--- src/rtl/uart_pkg.sv ---
// Shared UART definitions: arbiter state encoding, clock/baud defaults and
// the launch-to-done watchdog budget derived from them.
package uart_pkg;

  typedef enum logic [1:0] {
    ST_IDLE   = 2'd0,
    ST_LAUNCH = 2'd1,
    ST_WAIT   = 2'd2
  } arb_state_t;

  localparam int unsigned MAIN_CLK_RATE  = 100_000_000;
  localparam int unsigned BAUD_CLK_RATE  = 115_200;
  localparam int unsigned BITS_PER_FRAME = 10;

  // One frame is start + 8 data + stop; the margin absorbs baud rounding and
  // serializer startup latency.
  localparam int unsigned FRAME_CYC          = BITS_PER_FRAME * (MAIN_CLK_RATE / BAUD_CLK_RATE);
  localparam int unsigned TIMEOUT_MARGIN_CYC = 3320;
  localparam int unsigned TIMEOUT_CYC_DEF    = FRAME_CYC + TIMEOUT_MARGIN_CYC;

endpackage

--- src/rtl/uart_tx_arb_if.sv ---
// Byte requester bundle: per-requester valid/data driven by the sources,
// one-hot ready returned by the arbiter.
interface uart_tx_arb_if #(
  parameter int unsigned N_REQ = 4
);
  logic [N_REQ-1:0]   req_valid;
  logic [8*N_REQ-1:0] req_data;
  logic [N_REQ-1:0]   req_ready;

  modport master (output req_valid, output req_data, input  req_ready);
  modport slave  (input  req_valid, input  req_data, output req_ready);
endinterface

--- src/rtl/uart_tx_arb_rr_arbiter.sv ---
// Combinational round-robin pick: first asserted request at or after ptr,
// wrapping to index 0.
module rr_arbiter #(
  parameter int unsigned N = 4
) (
  input  logic [N-1:0] req,
  input  logic [2:0]   ptr,
  output logic [N-1:0] gnt,
  output logic [2:0]   idx,
  output logic         any
);

  // Two linear passes (upper half from ptr, then wrap) avoid a modulo index.
  always_comb begin
    gnt = '0;
    idx = '0;
    any = 1'b0;
    for (int unsigned j = 0; j < N; j++) begin
      if (!any && (j >= 32'(ptr)) && req[j]) begin
        gnt[j] = 1'b1;
        idx    = 3'(j);
        any    = 1'b1;
      end
    end
    for (int unsigned j = 0; j < N; j++) begin
      if (!any && (j < 32'(ptr)) && req[j]) begin
        gnt[j] = 1'b1;
        idx    = 3'(j);
        any    = 1'b1;
      end
    end
  end

endmodule

--- src/rtl/uart_tx_arb.sv ---
// Shares one uart_tx serializer among N_REQ byte requesters: round-robin
// grant, one-cycle launch pulse, grant held until done or watchdog expiry.
module uart_tx_arb
  import uart_pkg::*;
#(
  parameter int unsigned N_REQ       = 4,
  parameter int unsigned TIMEOUT_CYC = TIMEOUT_CYC_DEF
) (
  input  logic          mclk,
  input  logic          mrst_n,
  uart_tx_arb_if.slave  req_if,
  output logic          tx_evt_o,
  output logic [7:0]    tx_data_o,
  input  logic          tx_done_i,
  output logic [2:0]    grant_id_o,
  output logic          busy_o,
  output logic          timeout_err_o
);

  arb_state_t       state_q, state_d;
  logic [2:0]       grant_q;
  logic [7:0]       data_q;
  logic [31:0]      wdog_q;
  logic [2:0]       rr_ptr;
  logic [N_REQ-1:0] win_gnt;
  logic [2:0]       win_idx;
  logic             win_any;
  logic [7:0]       win_byte;
  logic             accept;
  logic             wdog_hit;

  assign rr_ptr   = (grant_q == 3'(N_REQ - 1)) ? 3'd0 : grant_q + 3'd1;
  assign accept   = (state_q == ST_IDLE) && win_any;
  assign wdog_hit = (wdog_q == TIMEOUT_CYC - 1);

  rr_arbiter #(.N(N_REQ)) u_rr_arbiter (
    .req (req_if.req_valid),
    .ptr (rr_ptr),
    .gnt (win_gnt),
    .idx (win_idx),
    .any (win_any)
  );

  always_comb begin
    win_byte = '0;
    for (int unsigned j = 0; j < N_REQ; j++) begin
      if (win_idx == 3'(j)) win_byte = req_if.req_data[8*j +: 8];
    end
  end

  always_ff @(posedge mclk or negedge mrst_n) begin
    if (!mrst_n) state_q <= ST_IDLE;
    else         state_q <= state_d;
  end

  always_comb begin
    state_d = state_q;
    case (state_q)
      ST_IDLE:   if (win_any) state_d = ST_LAUNCH;
      ST_LAUNCH: state_d = ST_WAIT;
      ST_WAIT:   if (tx_done_i || wdog_hit) state_d = ST_IDLE;
      default:   state_d = ST_IDLE;
    endcase
  end

  always_comb begin
    req_if.req_ready = (state_q == ST_IDLE) ? win_gnt : '0;
    tx_evt_o         = (state_q == ST_LAUNCH);
    busy_o           = (state_q != ST_IDLE);
    // done in the expiry cycle takes precedence, so no error is flagged
    timeout_err_o    = (state_q == ST_WAIT) && wdog_hit && !tx_done_i;
  end

  always_ff @(posedge mclk or negedge mrst_n) begin
    if (!mrst_n) begin
      grant_q <= 3'(N_REQ - 1);
      data_q  <= '0;
      wdog_q  <= '0;
    end else begin
      if (accept) begin
        grant_q <= win_idx;
        data_q  <= win_byte;
      end
      if (state_q == ST_LAUNCH)    wdog_q <= '0;
      else if (state_q == ST_WAIT) wdog_q <= wdog_q + 32'd1;
    end
  end

  assign tx_data_o  = data_q;
  assign grant_id_o = grant_q;

endmodule
--- src/flat_wrapper.sv ---
// flat-port wrapper written by rule: the top's interface ports become plain ports
module uart_tx_arb_flat import uart_pkg::*;
#(
  parameter int unsigned N_REQ       = 4,
  parameter int unsigned TIMEOUT_CYC = TIMEOUT_CYC_DEF
)
  (mclk, mrst_n, tx_evt_o, tx_data_o, tx_done_i, grant_id_o, busy_o, timeout_err_o, req_if_req_valid, req_if_req_data, req_if_req_ready);
  uart_tx_arb_if #(.N_REQ(N_REQ)) req_if_i ();
  input  logic mclk;
  input  logic mrst_n;
  output logic tx_evt_o;
  output logic [7:0] tx_data_o;
  input  logic tx_done_i;
  output logic [2:0] grant_id_o;
  output logic busy_o;
  output logic timeout_err_o;
  input wire logic [$bits(req_if_i.req_valid)-1:0] req_if_req_valid;
  input wire logic [$bits(req_if_i.req_data)-1:0] req_if_req_data;
  output wire logic [$bits(req_if_i.req_ready)-1:0] req_if_req_ready;
  assign req_if_i.req_valid = req_if_req_valid;
  assign req_if_i.req_data = req_if_req_data;
  assign req_if_req_ready = req_if_i.req_ready;
  uart_tx_arb #(.N_REQ(N_REQ), .TIMEOUT_CYC(TIMEOUT_CYC)) u_core (.mclk(mclk), .mrst_n(mrst_n), .req_if(req_if_i), .tx_evt_o(tx_evt_o), .tx_data_o(tx_data_o), .tx_done_i(tx_done_i), .grant_id_o(grant_id_o), .busy_o(busy_o), .timeout_err_o(timeout_err_o));
endmodule
--- config.mk ---
export PLATFORM = sky130hd
export DESIGN_NAME = uart_tx_arb_flat
export DESIGN_NICKNAME = d
export VERILOG_FILES = /design/src/rtl/uart_pkg.sv /design/src/rtl/uart_tx_arb_if.sv /design/src/rtl/uart_tx_arb_rr_arbiter.sv /design/src/rtl/uart_tx_arb.sv /design/src/flat_wrapper.sv
export SDC_FILE = /design/constraint.sdc
export NUM_CORES = 1
export LEC_CHECK = 0
export CORE_MARGIN = 3
export CORE_UTILIZATION = 55
export DETAILED_ROUTE_END_ITERATION = 8
export GPL_ROUTABILITY_DRIVEN = 0
export PLACE_DENSITY = 0.85
export SLEW_MARGIN = 20
export SYNTH_ARGS = -nofsm -noshare
export SYNTH_HDL_FRONTEND = slang
export SYNTH_SLANG_ARGS = --single-unit
--- constraint.sdc ---
create_clock -name mclk -period 3.8 [get_ports mclk]
set_input_delay 0.76 -clock mclk [delete_from_list [all_inputs] [get_ports mclk]]
set_output_delay 0.76 -clock mclk [all_outputs]
set_load 0.01 [all_outputs]
==> results_tabular.tex <==
\begin{tabular}{lr}
\hline
Metric & Value \\
\hline
\multicolumn{2}{l}{\textbf{Cells and area}} \\
Layout cell share with drive strength beyond 1 & 7.08\% \\
Final antenna diode count & 0 \\
Layout overhead on the synthesized area & 26.6\% \\
Non-filler cells in the finished layout & 405 \\
Most common cell after layout, fill and taps aside & clkdlybuf4s50\_1 \\
Final standard cell area without fillers & 0.00336 mm\^{}2 \\
Nets & 398 \\
Most used cells in the layout excluding fill and tap cells & clkdlybuf4s50\_1 (54), dfrtp\_1 (42), nor2\_1 (39), nand2\_1 (21), xor2\_1 (17) \\
\multicolumn{2}{l}{\textbf{Yosys}} \\
Number of enable flip-flop cells after synthesis & 0 \\
Post-Syn Area & 0.00266 mm\^{}2 \\
Number of instances in the synthesized netlist & 296 \\
Main flop type after synthesis & dfrtp\_1 \\
Post-Syn Nets & 342 \\
Syn. warnings & 0 \\
Sequential element share of the synthesized area & 41.5\% \\
Share of flip-flops with an asynchronous set or reset & 100\% \\
Count of unique library cells instantiated by Yosys & 53 \\
Register bit total from synthesis & 44 \\
Average footprint of a synthesized cell & 8.98 um\^{}2 \\
\multicolumn{2}{l}{\textbf{Critical path}} \\
Reg2Reg Setup Slack & 1300 ps \\
Crit Path Max Fanout & 9 \\
Setup Crit Path Kind & in2out \\
Endpoint class of the critical path & output port \\
Worst EP required & 3040 ps \\
Arrival time at the worst endpoint & 2840 ps \\
Crit start category & primary input \\
\multicolumn{2}{l}{\textbf{Pwr}} \\
Max rail drop VDD & 449 uV \\
Switching share of power & 38.0\% \\
Internal Power & 1.20 mW \\
Part of the total power dissipated in sequential elements & 33.6\% \\
Switching pwr & 0.738 mW \\
Combinational power share & 48.3\% \\
Share of power burned in the clock network & 18.1\% \\
Power per cell area & 577 mW/mm\^{}2 \\
Static leakage & 1.43 nW \\
\multicolumn{2}{l}{\textbf{Global route}} \\
Largest net degree at the start of global routing & 45 \\
GRT Total Usage & 24.2\% \\
GR Overflow Total & 0 \\
Antenna violations before repair & 0 \\
Wire length of the first global-routing pass & 10500 um \\
Number of global-route vias before repair & 2325 \\
\multicolumn{2}{l}{\textbf{Timing}} \\
Pin slew with the least headroom to its limit & 1110 ps \\
Setup skew after layout & 8.60 ps \\
Final hold vios & 0 \\
Final setup slack of the worst path & 198 ps \\
Pins Over Slew Limit & 0 \\
Upper clock frequency limit & 278 MHz \\
Fin crit period & 3600 ps \\
Period utilization & 94.8\% \\
RSZ-0062 raised after global routing & false \\
Final number of setup-violating endpoints & 0 \\
Accumulated negative setup slack & 0 ps \\
Relative slew margins & 25.5\% \\
\multicolumn{2}{l}{\textbf{Die}} \\
DIE AREA & 0.00570 mm\^{}2 \\
Initial Utilization & 59.0\% \\
DIE HEIGHT & 75.5 um \\
Chip width & 75.5 um \\
Total I/O pin count & 57 \\
Floorplan row count & 24 \\
Area of the core & 0.00450 mm\^{}2 \\
\multicolumn{2}{l}{\textbf{Clocking}} \\
Clock latency on the worst-skew pair & 300 ps \\
Longest Clk Path Bufs & 2 \\
CTS tree & done \\
Clock edge transition at the registers on the reported setup and hold paths & 80 ps \\
Number of instances resized during post-cts repair & 0 \\
Count of buffers added by post-CTS timing repair for setup & 0 \\
Clock Root Buffer & clkbuf\_8 \\
Hold-fix buffers, CTS & 0 \\
Num CTS Buffers & 5 \\
Number of sinks on the clock net & 44 \\
CTS HTree Levels & 2 \\
\multicolumn{2}{l}{\textbf{Placement}} \\
Detailed Place HPWL & 4740 um \\
Worst-case setup slack after placement & 188 ps \\
Placed Instances & 397 \\
Port-buffer cells & 55 \\
Instance area at placement & 0.00326 mm\^{}2 \\
\multicolumn{2}{l}{\textbf{Routing}} \\
Via count & 2391 \\
Average wire length per cell after detail routing & 16.2 um \\
Number of remaining DRC errors & 0 \\
Detailed Routing Iterations Pass 1 & 4 \\
Iter 0 DRT Violations & 154 \\
DR vias/cell & 5.90 \\
WL final & 6550 um \\
Number of routed nets with antenna violations & 0 \\
\multicolumn{2}{l}{\textbf{Run}} \\
Max-cap viol count & 0 \\
\multicolumn{2}{l}{\textbf{Min path}} \\
Min-Delay Path Class & reg2reg \\
\multicolumn{2}{l}{\textbf{Outcome}} \\
Status & complete, no violations \\
\hline
\end{tabular}
-- power by group through the flow --
stage	Sequential, mW	Combinational, mW	Clock (mW)
after floorplan	0.673	0.560	0
after global placement	0.656	0.913	0
after detailed placement	0.662	0.932	0
after CTS	0.652	0.940	0.358
after global routing	0.668	1.04	0.380
final	0.652	0.936	0.351
-- path summary, 6_finish.rpt --
path	from	end	depth (start not counted)
setup / recovery	req_if_req_valid[0]	req_if_req_ready[2]	6
hold / removal	u_core.tx_data_o[2]$_DFFE_PN0P_	u_core.tx_data_o[2]$_DFFE_PN0P_	2
setup reg to reg	u_core.state_q[1]$_DFFE_PN0P_	u_core.wdog_q[28]$_DFFE_PN0P_	7
hold reg to reg	u_core.tx_data_o[2]$_DFFE_PN0P_	u_core.tx_data_o[2]$_DFFE_PN0P_	2
max in group asynchronous	mrst_n	u_core.wdog_q[20]$_DFFE_PN0P_	1
min in group asynchronous	mrst_n	u_core.wdog_q[25]$_DFFE_PN0P_	1
-- cell type report --
cell class | count | area, um^2
Tap cell | 52 | 65.1
Timing Repair Buffer | 60 | 583
Clock inverter | 2 | 35.0
Clock buffer | 6 | 72.6
Fill cell | 330 | 1140
Sequential cell | 44 | 1100
Multi-Input combinational cell | 228 | 1460
Inverter | 13 | 48.8
-- per-stage QoR --
step / hold slack (ps) / utilization [%] / power, mW
6_report: 498 / 74.7 / 1.94
3_5_place_dp: 483 / 72.3 / 1.59
3_3_place_gp: 470 / 72.3 / 1.57
2_1_floorplan: 464 / - / 1.23
5_1_grt: 527 / 74.7 / 2.09
4_1_cts: 503 / 74.7 / 1.95
-- Yosys cell counts (all sizes together) (2+ instances only) --
master / instances / share of area [%]
nor3b: 2 / 0.56
nand4: 17 / 4.2
clkbuf: 6 / 0.85
xnor2: 8 / 2.6
inv: 13 / 1.8
buf: 5 / 1.0
nand3: 12 / 2.4
nor2: 39 / 5.5
o221ai: 3 / 0.99
xor2: 17 / 5.6
nor3: 5 / 0.94
a2bb2oi: 3 / 0.99
a22oi: 4 / 1.1
o31ai: 6 / 1.7
and4: 3 / 1.0
nand2b: 5 / 1.2
ha: 7 / 3.3
nor2b: 8 / 1.9
a21oi: 10 / 1.9
dfrtp: 42 / 40
o21ai: 15 / 2.8
o22ai: 3 / 0.71
nand2: 21 / 3.0
o22a: 2 / 0.66
dfstp: 2 / 2.0
a221oi: 3 / 0.99
and2: 5 / 1.2
and3: 4 / 0.99
mux2: 3 / 1.3
nor4: 8 / 2.4
-- critical path, cell delays in order --
cell,delay [ps]
clkdlybuf4s50_1,650
nor2b_1,220
nor4_1,70
o21ai_0,520
nor2_1,110
clkdlybuf4s50_1,520
-- logic make-up (layout without fill, tap and decap cells) --
family | Yosys count | in the layout | synth area share [%]
flip-flops | 44 | 44 | 41.5
AO/OA/AOI/OAI | 57 | 57 | 14.7
other | 1 | 1 | 0.141
AND/OR/NAND/NOR | 135 | 135 | 27.1
buffers and inverters | 24 | 81 | 3.72
XOR/XNOR | 25 | 25 | 8.24
multiplexers | 3 | 3 | 1.27
adder cells (fa/ha/maj) | 7 | 7 | 3.30
-- flip-flops by register name, summed over array words and instances, names as in the netlist --
register / count
u_core.grant_id_o: 2
u_core.state_q: 2
u_core.tx_data_o: 8
u_core.wdog_q: 32
-- per-layer routing --
layer | part of all wire [%] | global-route usage, %
met5 | 0 | 0
met4 | 1.2 | 6.21
met3 | 5.7 | 5.28
met2 | 48 | 40.2
met1 | 45 | 32.4
Power figures use the tool's default switching activity.
